### src/rtl/bus_scheduler_pkg.sv
// Shared constants and state encoding for the round-robin bus scheduler.
// Imported by the interface, the picker and the top level.
package bus_scheduler_pkg;

   localparam int NUM_SRC_DEF = 12;
   localparam int TIMEOUT_DEF = 16;
   localparam int SEL_W       = 4;
   localparam int CNT_W       = 8;

   localparam logic [SEL_W-1:0] SEL_IDLE = 4'hF;

   typedef enum logic [0:0] {
      IDLE = 1'b0,
      XFER = 1'b1
   } state_e;

endpackage : bus_scheduler_pkg

### src/rtl/bus_scheduler_if.sv
// Handshake bundle between the bus sources/destination and the scheduler.
// master is the scheduler side, slave is the requester/destination side.
interface bus_scheduler_if
   import bus_scheduler_pkg::*;
#(
   parameter int NUM_SRC = NUM_SRC_DEF
);

   logic               enable;
   logic [NUM_SRC-1:0] req;
   logic               done;
   logic [SEL_W-1:0]   bus_sel;
   logic [NUM_SRC-1:0] grant;
   logic               bus_valid;
   logic               timeout;

   modport master (
      input  enable,
      input  req,
      input  done,
      output bus_sel,
      output grant,
      output bus_valid,
      output timeout
   );

   modport slave (
      output enable,
      output req,
      output done,
      input  bus_sel,
      input  grant,
      input  bus_valid,
      input  timeout
   );

endinterface : bus_scheduler_if

### src/rtl/bus_scheduler_rr_picker.sv
// Combinational round-robin search: first set request strictly after
// last_grant, wrapping from NUM_SRC-1 back to 0.
module rr_picker
   import bus_scheduler_pkg::*;
#(
   parameter int NUM_SRC = NUM_SRC_DEF
) (
   input  logic [NUM_SRC-1:0] req,
   input  logic [SEL_W-1:0]   last_grant,
   output logic [SEL_W-1:0]   winner,
   output logic               any_req
);

   logic found;
   int   idx;

   // Offsets run 1..NUM_SRC so last_grant itself is checked last.
   always_comb begin
      winner = SEL_IDLE;
      found  = 1'b0;
      idx    = 0;
      for (int i = 1; i <= NUM_SRC; i++) begin
         idx = (int'(last_grant) + i) % NUM_SRC;
         if (!found && req[idx]) begin
            found  = 1'b1;
            winner = SEL_W'(idx);
         end
      end
   end

   assign any_req = |req;

endmodule : rr_picker

### src/rtl/bus_scheduler.sv
// Two-state bus scheduler: registers a round-robin winner, holds it until
// done or until the transfer has run TIMEOUT cycles, then idles.
module bus_scheduler
   import bus_scheduler_pkg::*;
#(
   parameter int NUM_SRC = NUM_SRC_DEF,
   parameter int TIMEOUT = TIMEOUT_DEF
) (
   input  logic              clk,
   input  logic              rst,
   bus_scheduler_if.master   bus
);

   state_e             state_q, state_d;
   logic [SEL_W-1:0]   bus_sel_q, bus_sel_d;
   logic [SEL_W-1:0]   last_grant_q, last_grant_d;
   logic [CNT_W-1:0]   cnt_q, cnt_d;
   logic               timeout_q, timeout_d;

   logic [SEL_W-1:0]   winner;
   logic               any_req;
   logic [NUM_SRC-1:0] grant_dec;

   localparam logic [CNT_W-1:0] CNT_LAST    = CNT_W'(TIMEOUT - 1);
   localparam logic [SEL_W-1:0] LAST_RESET  = SEL_W'(NUM_SRC - 1);

   rr_picker #(
      .NUM_SRC    (NUM_SRC)
   ) u_picker (
      .req        (bus.req),
      .last_grant (last_grant_q),
      .winner     (winner),
      .any_req    (any_req)
   );

   always_ff @(posedge clk) begin
      if (rst) begin
         state_q      <= IDLE;
         bus_sel_q    <= SEL_IDLE;
         last_grant_q <= LAST_RESET;
         cnt_q        <= '0;
         timeout_q    <= 1'b0;
      end else begin
         state_q      <= state_d;
         bus_sel_q    <= bus_sel_d;
         last_grant_q <= last_grant_d;
         cnt_q        <= cnt_d;
         timeout_q    <= timeout_d;
      end
   end

   // done is checked before the timeout so a coinciding done ends cleanly.
   always_comb begin
      state_d      = state_q;
      bus_sel_d    = bus_sel_q;
      last_grant_d = last_grant_q;
      cnt_d        = cnt_q;
      timeout_d    = 1'b0;
      unique case (state_q)
         IDLE: begin
            cnt_d = '0;
            if (bus.enable && any_req) begin
               state_d      = XFER;
               bus_sel_d    = winner;
               last_grant_d = winner;
            end
         end
         XFER: begin
            if (bus.done) begin
               state_d   = IDLE;
               bus_sel_d = SEL_IDLE;
               cnt_d     = '0;
            end else if (cnt_q == CNT_LAST) begin
               state_d   = IDLE;
               bus_sel_d = SEL_IDLE;
               cnt_d     = '0;
               timeout_d = 1'b1;
            end else begin
               cnt_d = cnt_q + 1'b1;
            end
         end
         default: begin
            state_d   = IDLE;
            bus_sel_d = SEL_IDLE;
            cnt_d     = '0;
         end
      endcase
   end

   // Grant is a pure decode of the registered select; the idle code hits no bit.
   always_comb begin
      grant_dec = '0;
      for (int i = 0; i < NUM_SRC; i++) begin
         grant_dec[i] = (bus_sel_q == SEL_W'(i));
      end
   end

   assign bus.bus_sel   = bus_sel_q;
   assign bus.grant     = grant_dec;
   assign bus.bus_valid = (state_q == XFER);
   assign bus.timeout   = timeout_q;

endmodule : bus_scheduler
### src/flat_wrapper.sv
// flat-port wrapper written by rule: the top's interface ports become plain ports
module bus_scheduler_flat import bus_scheduler_pkg::*;
#(
   parameter int NUM_SRC = NUM_SRC_DEF,
   parameter int TIMEOUT = TIMEOUT_DEF
)
  (clk, rst, bus_enable, bus_req, bus_done, bus_bus_sel, bus_grant, bus_bus_valid, bus_timeout);
  bus_scheduler_if #(.NUM_SRC(NUM_SRC)) bus_i ();
  input  logic clk;
  input  logic rst;
  input wire logic [$bits(bus_i.enable)-1:0] bus_enable;
  input wire logic [$bits(bus_i.req)-1:0] bus_req;
  input wire logic [$bits(bus_i.done)-1:0] bus_done;
  output wire logic [$bits(bus_i.bus_sel)-1:0] bus_bus_sel;
  output wire logic [$bits(bus_i.grant)-1:0] bus_grant;
  output wire logic [$bits(bus_i.bus_valid)-1:0] bus_bus_valid;
  output wire logic [$bits(bus_i.timeout)-1:0] bus_timeout;
  assign bus_i.enable = bus_enable;
  assign bus_i.req = bus_req;
  assign bus_i.done = bus_done;
  assign bus_bus_sel = bus_i.bus_sel;
  assign bus_grant = bus_i.grant;
  assign bus_bus_valid = bus_i.bus_valid;
  assign bus_timeout = bus_i.timeout;
  bus_scheduler #(.NUM_SRC(NUM_SRC), .TIMEOUT(TIMEOUT)) u_core (.clk(clk), .rst(rst), .bus(bus_i));
endmodule
### config.mk
export PLATFORM = sky130hd
export DESIGN_NAME = bus_scheduler_flat
export DESIGN_NICKNAME = d
export VERILOG_FILES = /design/src/rtl/bus_scheduler_pkg.sv /design/src/rtl/bus_scheduler_if.sv /design/src/rtl/bus_scheduler_rr_picker.sv /design/src/rtl/bus_scheduler.sv /design/src/flat_wrapper.sv
export SDC_FILE = /design/constraint.sdc
export NUM_CORES = 1
export LEC_CHECK = 0
export CORE_MARGIN = 2
export CORE_UTILIZATION = 45
export DETAILED_ROUTE_END_ITERATION = 10
export GPL_TIMING_DRIVEN = 0
export PLACE_DENSITY = 0.65
export SETUP_SLACK_MARGIN = 0.3
export SLEW_MARGIN = 20
export SYNTH_ARGS = -nofsm -noshare
export SYNTH_HDL_FRONTEND = slang
export SYNTH_SLANG_ARGS = --single-unit
### constraint.sdc
create_clock -name clk -period 6.95 [get_ports clk]
set_input_delay 1.0425 -clock clk [delete_from_list [all_inputs] [get_ports clk]]
set_output_delay 1.0425 -clock clk [all_outputs]
set_load 0.01 [all_outputs]
==> results of run 1 <==
[synth_stat cells (all sizes together), types with 10 or more instances]
master / count / area, um^2
o21ai: 18 / 90.1
nand2: 34 / 128
nor2: 49 / 184
nor3: 11 / 71.3
nand3: 14 / 70.1
a21oi: 33 / 165
ha: 32 / 400
and2: 10 / 63.8
xnor2: 15 / 139
nand2b: 17 / 106
inv: 26 / 97.6
mux4: 13 / 312
dfxtp: 18 / 360
o211ai: 10 / 75.1
[final timing paths]
path / startpoint / to / slack [ns] / cells after the start
worst max-delay path: u_core.last_grant_q[1]$_SDFFE_PP1P_ / u_core.last_grant_q[1]$_SDFFE_PP1P_ / 1.27 / 17
worst min-delay path: u_core.cnt_q[0]$_SDFF_PP0_ / u_core.cnt_q[0]$_SDFF_PP0_ / 0.45 / 1
worst max register to register: u_core.last_grant_q[1]$_SDFFE_PP1P_ / u_core.last_grant_q[1]$_SDFFE_PP1P_ / 1.27 / 17
worst min register to register: u_core.cnt_q[0]$_SDFF_PP0_ / u_core.cnt_q[0]$_SDFF_PP0_ / 0.45 / 1
[final cells by class]
class	count	area share [%]
Timing Repair Buffer	33	8.00
Buffer	15	1.94
Sequential cell	18	8.72
Tap cell	102	3.09
Multi-Input combinational cell	411	74.6
Clock buffer	4	1.33
Inverter	26	2.36
[kinds of logic (layout without fill, tap and decap cells)]
kind of cell	Yosys count	count (layout)	share of synthesized area (%)
mux	26	26	12.3
compound gates	138	138	26.6
xor+xnor	20	20	5.43
flops	18	18	9.96
buf+inv	41	78	4.91
fa+ha+maj	32	32	11.1
simple gates	195	195	29.7
[worst max-delay path, stage by stage, from the launching register on]
cell and delay, ns:
dfxtp_1 0.46, clkbuf_1 0.42, buf_2 0.36, inv_1 0.23, ha_1 0.40, clkbuf_1 0.31, inv_1 0.17, ha_1 0.30
or4b_1 0.55, o32a_1 0.22, a21bo_2 0.22, a21oi_1 0.40, a31oi_2 0.16, and3_1 0.24, a31oi_1 0.29, nor3_1 0.08
o2111a_1 0.27, or4_1 0.49
[metrics by stage]
stage          area [um^2]  cells  hold slack (ns)
2_1_floorplan         3620    470            0.418
3_3_place_gp          4080    605            0.429
3_5_place_dp          4080    605            0.435
4_1_cts               4130    609            0.451
5_1_grt               4130    609            0.461
6_report              4130    609            0.448
[routing by layer]
metal	vias to the layer above	routed length [um]	global-route usage (%)
met3	28	628	3.05
met1	1857	5310	37.4
met5	-	0	0
met4	0	266	5.56
met2	138	5330	44.7
li1	1877	-	-
[sequential cells by signal (all words and copies together), names as in the netlist]
| signal | count |
|---|---|
| u_core.bus.timeout | 1 |
| u_core.bus.bus_sel | 4 |
| u_core.bus.bus_valid | 1 |
| u_core.cnt_q | 8 |
| u_core.last_grant_q | 4 |
==> metrics, run 1 <==
ys flop type dfxtp_1; antenna cells 0; number of flops mapped to enable cells by yosys 0; Post-CTS Setup Bufs 0; Synth async-reset ratio 0%; setup TNS 0 ns; final worst setup slack 1.27 ns; Post-Route Utilization 53.2%; row cnt 32; CTS H-tree depth 1; FMAX 176 MHz; CTS tree built; pre-CTS setup slack 1.42 ns; largest net degree at the start of global routing 11; Worst EP required 7.09 ns; Die X-Extent 93.7 um; filler instances 757; yosys warns 0; post-synthesis cell type count 84; Port Buffers 33; number of global-route vias before repair 3710; RSZ-0062 raised after global routing false; min-delay worst type reg -> reg; Hold Vio Cnt, Final 0; Crit Path Max Fanout 10; clock slew at reported path FFs 0.07 ns; gpl congestion 1.01; Syn Std Cell Area 3620 um^2; final setup vio count 0; drt drc 0; syn nets 518; status finished, final reports clean; Yosys reg bits 18; clock root cell clkbuf_8; mean post-synth cell area 7.70 um^2; Starting DRT DRC Count 257; max-cap violations 0; post-synthesis sequential area ratio 9.96%; Total GRT Usage 26.8%; Worst Tran Pin Value 1.01 ns; register area 360 um^2; starting density of the core 46.6%; CTS resizes 0; clock skew 0.00419 ns; WL/cell 18.9 um; CTS Sinks 18; first-pass GRT wire length 18.7 mm; Syn Inst Count 470; nets@finish 556; nature of the critical path endpoint register; nature of the critical path startpoint register; most common cell after layout, fill and taps aside nor2_1; drt via density 6.40; 1st-pass router iterations 5; Num CTS Buffers 3; worst-skew pair later-pin latency 0.25 ns; die area 8770 um^2; Pins Over Slew Limit 0; Vias 3900; final wirelength 11.5 mm; die height 93.7 um; Post-DRT Antenna Nets 0; Slew HR 32.2%; Final Cycle Share 81.8%; clock buffer depth 2; antenna violations before repair 0; grt ovf 0; share of layout cells above drive strength 1 8.88%; Worst Path Arrival 5.82 ns; Crit Path Class reg -> reg; multi-input logic area 3080 um^2; Tmin final 5.68 ns; DP Wirelength 9.34 mm; hold_buf cts 0; Boundary Pins 34; Core Area 7770 um^2; most frequent cells in the layout 49 x nor2_1, 34 x nand2_1, 33 x a21oi_1, 33 x clkdlybuf4s50_1, 32 x ha_1; area delta synth->final 14.2%
Power of run 1 is not shown: default switching activity piles up to over one toggle a cycle in this logic, so the estimate is an artifact.
==> inputs of run 2 (changes only) <==
==> constraint.sdc (replaced) <==
create_clock -name clk -period 5.43 [get_ports clk]
set_input_delay 0.8145 -clock clk [delete_from_list [all_inputs] [get_ports clk]]
set_output_delay 0.8145 -clock clk [all_outputs]
set_load 0.01 [all_outputs]
==> run 2 against run 1 <==
  * Clock skew shrank 0.0012 ns
  * Critical path depth shrank 3
  * Routed wire length grew 1.1%
  * Hold slack lost 0.00095 ns
  * Maximum frequency grew 14%
  * Largest cell class unchanged
==> metrics, run 2 (synthesized netlist as in run 1, its figures left out) <==
Worst Tran Pin Value 0.992 ns (was 1.01 ns); CTS H-tree depth 1 (unchanged); die area 8770 um^2 (unchanged); area delta synth->final 18.3% (was 14.2%); RSZ-0062 raised after global routing false (unchanged); reg2reg start u_core.last_grant_q[3]$_SDFFE_PP1P_ (was u_core.last_grant_q[1]$_SDFFE_PP1P_); Total GRT Usage 26.8% (unchanged); Vias 3934 (was 3900); multi-input logic area 3180 um^2 (was 3080 um^2); Num CTS Buffers 3 (unchanged); Crit Path Max Fanout 10 (unchanged); 1st-pass router iterations 5 (unchanged); WL/cell 19.0 um (was 18.9 um); Pins Over Slew Limit 0 (unchanged); Core Area 7770 um^2 (unchanged); antenna cells 0 (unchanged); gpl congestion 1.01 (unchanged); final setup vio count 0 (unchanged); Crit Path Class reg -> reg (unchanged); hold_buf cts 0 (unchanged); FMAX 201 MHz (was 176 MHz); Final Cycle Share 91.7% (was 81.8%); pre-CTS setup slack -0.100 ns (was 1.42 ns); Reg with most FFs u_core.cnt_q (unchanged); worst-skew pair later-pin latency 0.25 ns (about the same); CP startpoint u_core.last_grant_q[3]$_SDFFE_PP1P_ (was u_core.last_grant_q[1]$_SDFFE_PP1P_); largest net degree at the start of global routing 11 (unchanged); first-pass GRT wire length 18.7 mm (unchanged); Tmin final 4.98 ns (was 5.68 ns); Boundary Pins 34 (unchanged); drt via density 6.41 (was 6.40); hold_ws 0.447 ns (was 0.448 ns); status finished, final reports clean (unchanged); antenna violations before repair 0 (unchanged); nets@finish 561 (was 556); clock root cell clkbuf_8 (unchanged); Post-DRT Antenna Nets 0 (unchanged); filler instances 740 (was 757); max-cap violations 0 (unchanged); nature of the critical path endpoint register (unchanged); max reg flops 8 (unchanged); Worst Path Arrival 5.11 ns (was 5.82 ns); final wirelength 11.7 mm (was 11.5 mm); crit path capture u_core.last_grant_q[1]$_SDFFE_PP1P_ (unchanged); design area 4280 um^2 (was 4130 um^2); register area 360 um^2 (unchanged); min-delay worst type reg -> reg (unchanged); most common cell after layout, fill and taps aside nor2_1 (unchanged); number of global-route vias before repair 3701 (was 3710); Cells on Worst Hold Path 1 (unchanged); final worst setup slack 0.453 ns (was 1.27 ns); clock skew 0.00295 ns (was 0.00419 ns); drt drc 0 (unchanged); R2R Setup Slk 0.45 ns (was 1.27 ns); CTS Sinks 18 (unchanged); most frequent cells in the layout 49 x nor2_1, 34 x nand2_1, 33 x clkdlybuf4s50_1 (was 49 x nor2_1, 34 x nand2_1, 33 x a21oi_1, 33 x clkdlybuf4s50_1, 32 x ha_1); Hold Vio Cnt, Final 0 (unchanged); clock slew at reported path FFs 0.07 ns (about the same); die height 93.7 um (unchanged); CTS tree built (unchanged); Post-Place Cell Area 4080 um^2 (unchanged); row cnt 32 (unchanged); R2R Path End u_core.last_grant_q[1]$_SDFFE_PP1P_ (unchanged); nature of the critical path startpoint register (unchanged); starting density of the core 46.6% (unchanged); Worst EP required 5.56 ns (was 7.09 ns); Port Buffers 33 (unchanged); Slew HR 33.7% (was 32.2%); clock buffer depth 2 (unchanged); share of layout cells above drive strength 1 12.5% (was 8.88%); grt ovf 0 (unchanged); DP Wirelength 9.34 mm (unchanged); Die X-Extent 93.7 um (unchanged); r2r worst-path depth 14 (was 17); Starting DRT DRC Count 326 (was 257)
==> run 2: cell types whose count changed in the layout (fill, tap and decap cells not counted), sizes merged <==
cell / previous run / this run
buf: 9 / 13
clkinvlp: 0 / 1
inv: 26 / 25
clkbuf: 10 / 11
==> run 2: worst min path at each step <==
stage	startpoint	endpoint	slack (ns)
2_1_floorplan	u_core.cnt_q[0]$_SDFF_PP0_	u_core.cnt_q[0]$_SDFF_PP0_	0.42
3_3_place_gp	u_core.cnt_q[0]$_SDFF_PP0_	u_core.cnt_q[0]$_SDFF_PP0_	0.43
3_5_place_dp	u_core.cnt_q[0]$_SDFF_PP0_	u_core.cnt_q[0]$_SDFF_PP0_	0.44
4_1_cts	u_core.cnt_q[0]$_SDFF_PP0_	u_core.cnt_q[0]$_SDFF_PP0_	0.45
5_1_grt	u_core.cnt_q[0]$_SDFF_PP0_	u_core.cnt_q[0]$_SDFF_PP0_	0.46
6_report	u_core.cnt_q[0]$_SDFF_PP0_	u_core.cnt_q[0]$_SDFF_PP0_	0.45
==> run 2: final cells by class <==
cell class                      count  share of cell area [%]
Tap cell                          102                    2.98
Sequential cell                    18                    8.42
Multi-Input combinational cell    411                    74.2
Inverter                           26                    2.37
Timing Repair Buffer               38                    8.60
Buffer                             15                    2.11
Clock buffer                        4                    1.29
==> run 2: worst max-delay path: stages (launching register included) <==
cell and delay (ns):
dfxtp_1 0.61, buf_4 0.27, inv_1 0.15, ha_1 0.31, a21o_1 0.28, ha_1 0.31
nand2b_1 0.17, o21a_1 0.18, o211ai_1 0.39, nor4b_1 0.83, or2_2 0.27, a31oi_2 0.11
o211a_1 0.24, o2111a_1 0.25, or4_1 0.49
==> run 2: repair_timing <==
action | in CTS | in global routing
setup buffers | 0 | 5
setup endpoints to repair | 8 | 8
gates resized for setup | 7 | 17
pin swaps | 0 | 2
==> run 2: stage by stage <==
stage	util (%)	setup TNS, ns	instances
floorplan	-	0	470
global placement	52.5	-0.138	605
detailed placement	52.5	-0.100	605
CTS	53.6	0	609
global route	55.1	0	614
finish	55.1	0	614
==> run 2: per-layer routing <==
layer | vias to the layer above | part of all wire (%) | track usage, %
met5 | - | 0 | 0
met4 | 0 | 2.0 | 5.07
met3 | 24 | 5.9 | 3.05
met2 | 137 | 46 | 45.0
met1 | 1889 | 46 | 37.4
li1 | 1884 | - | -
Power of run 2 is left out for the same reason.
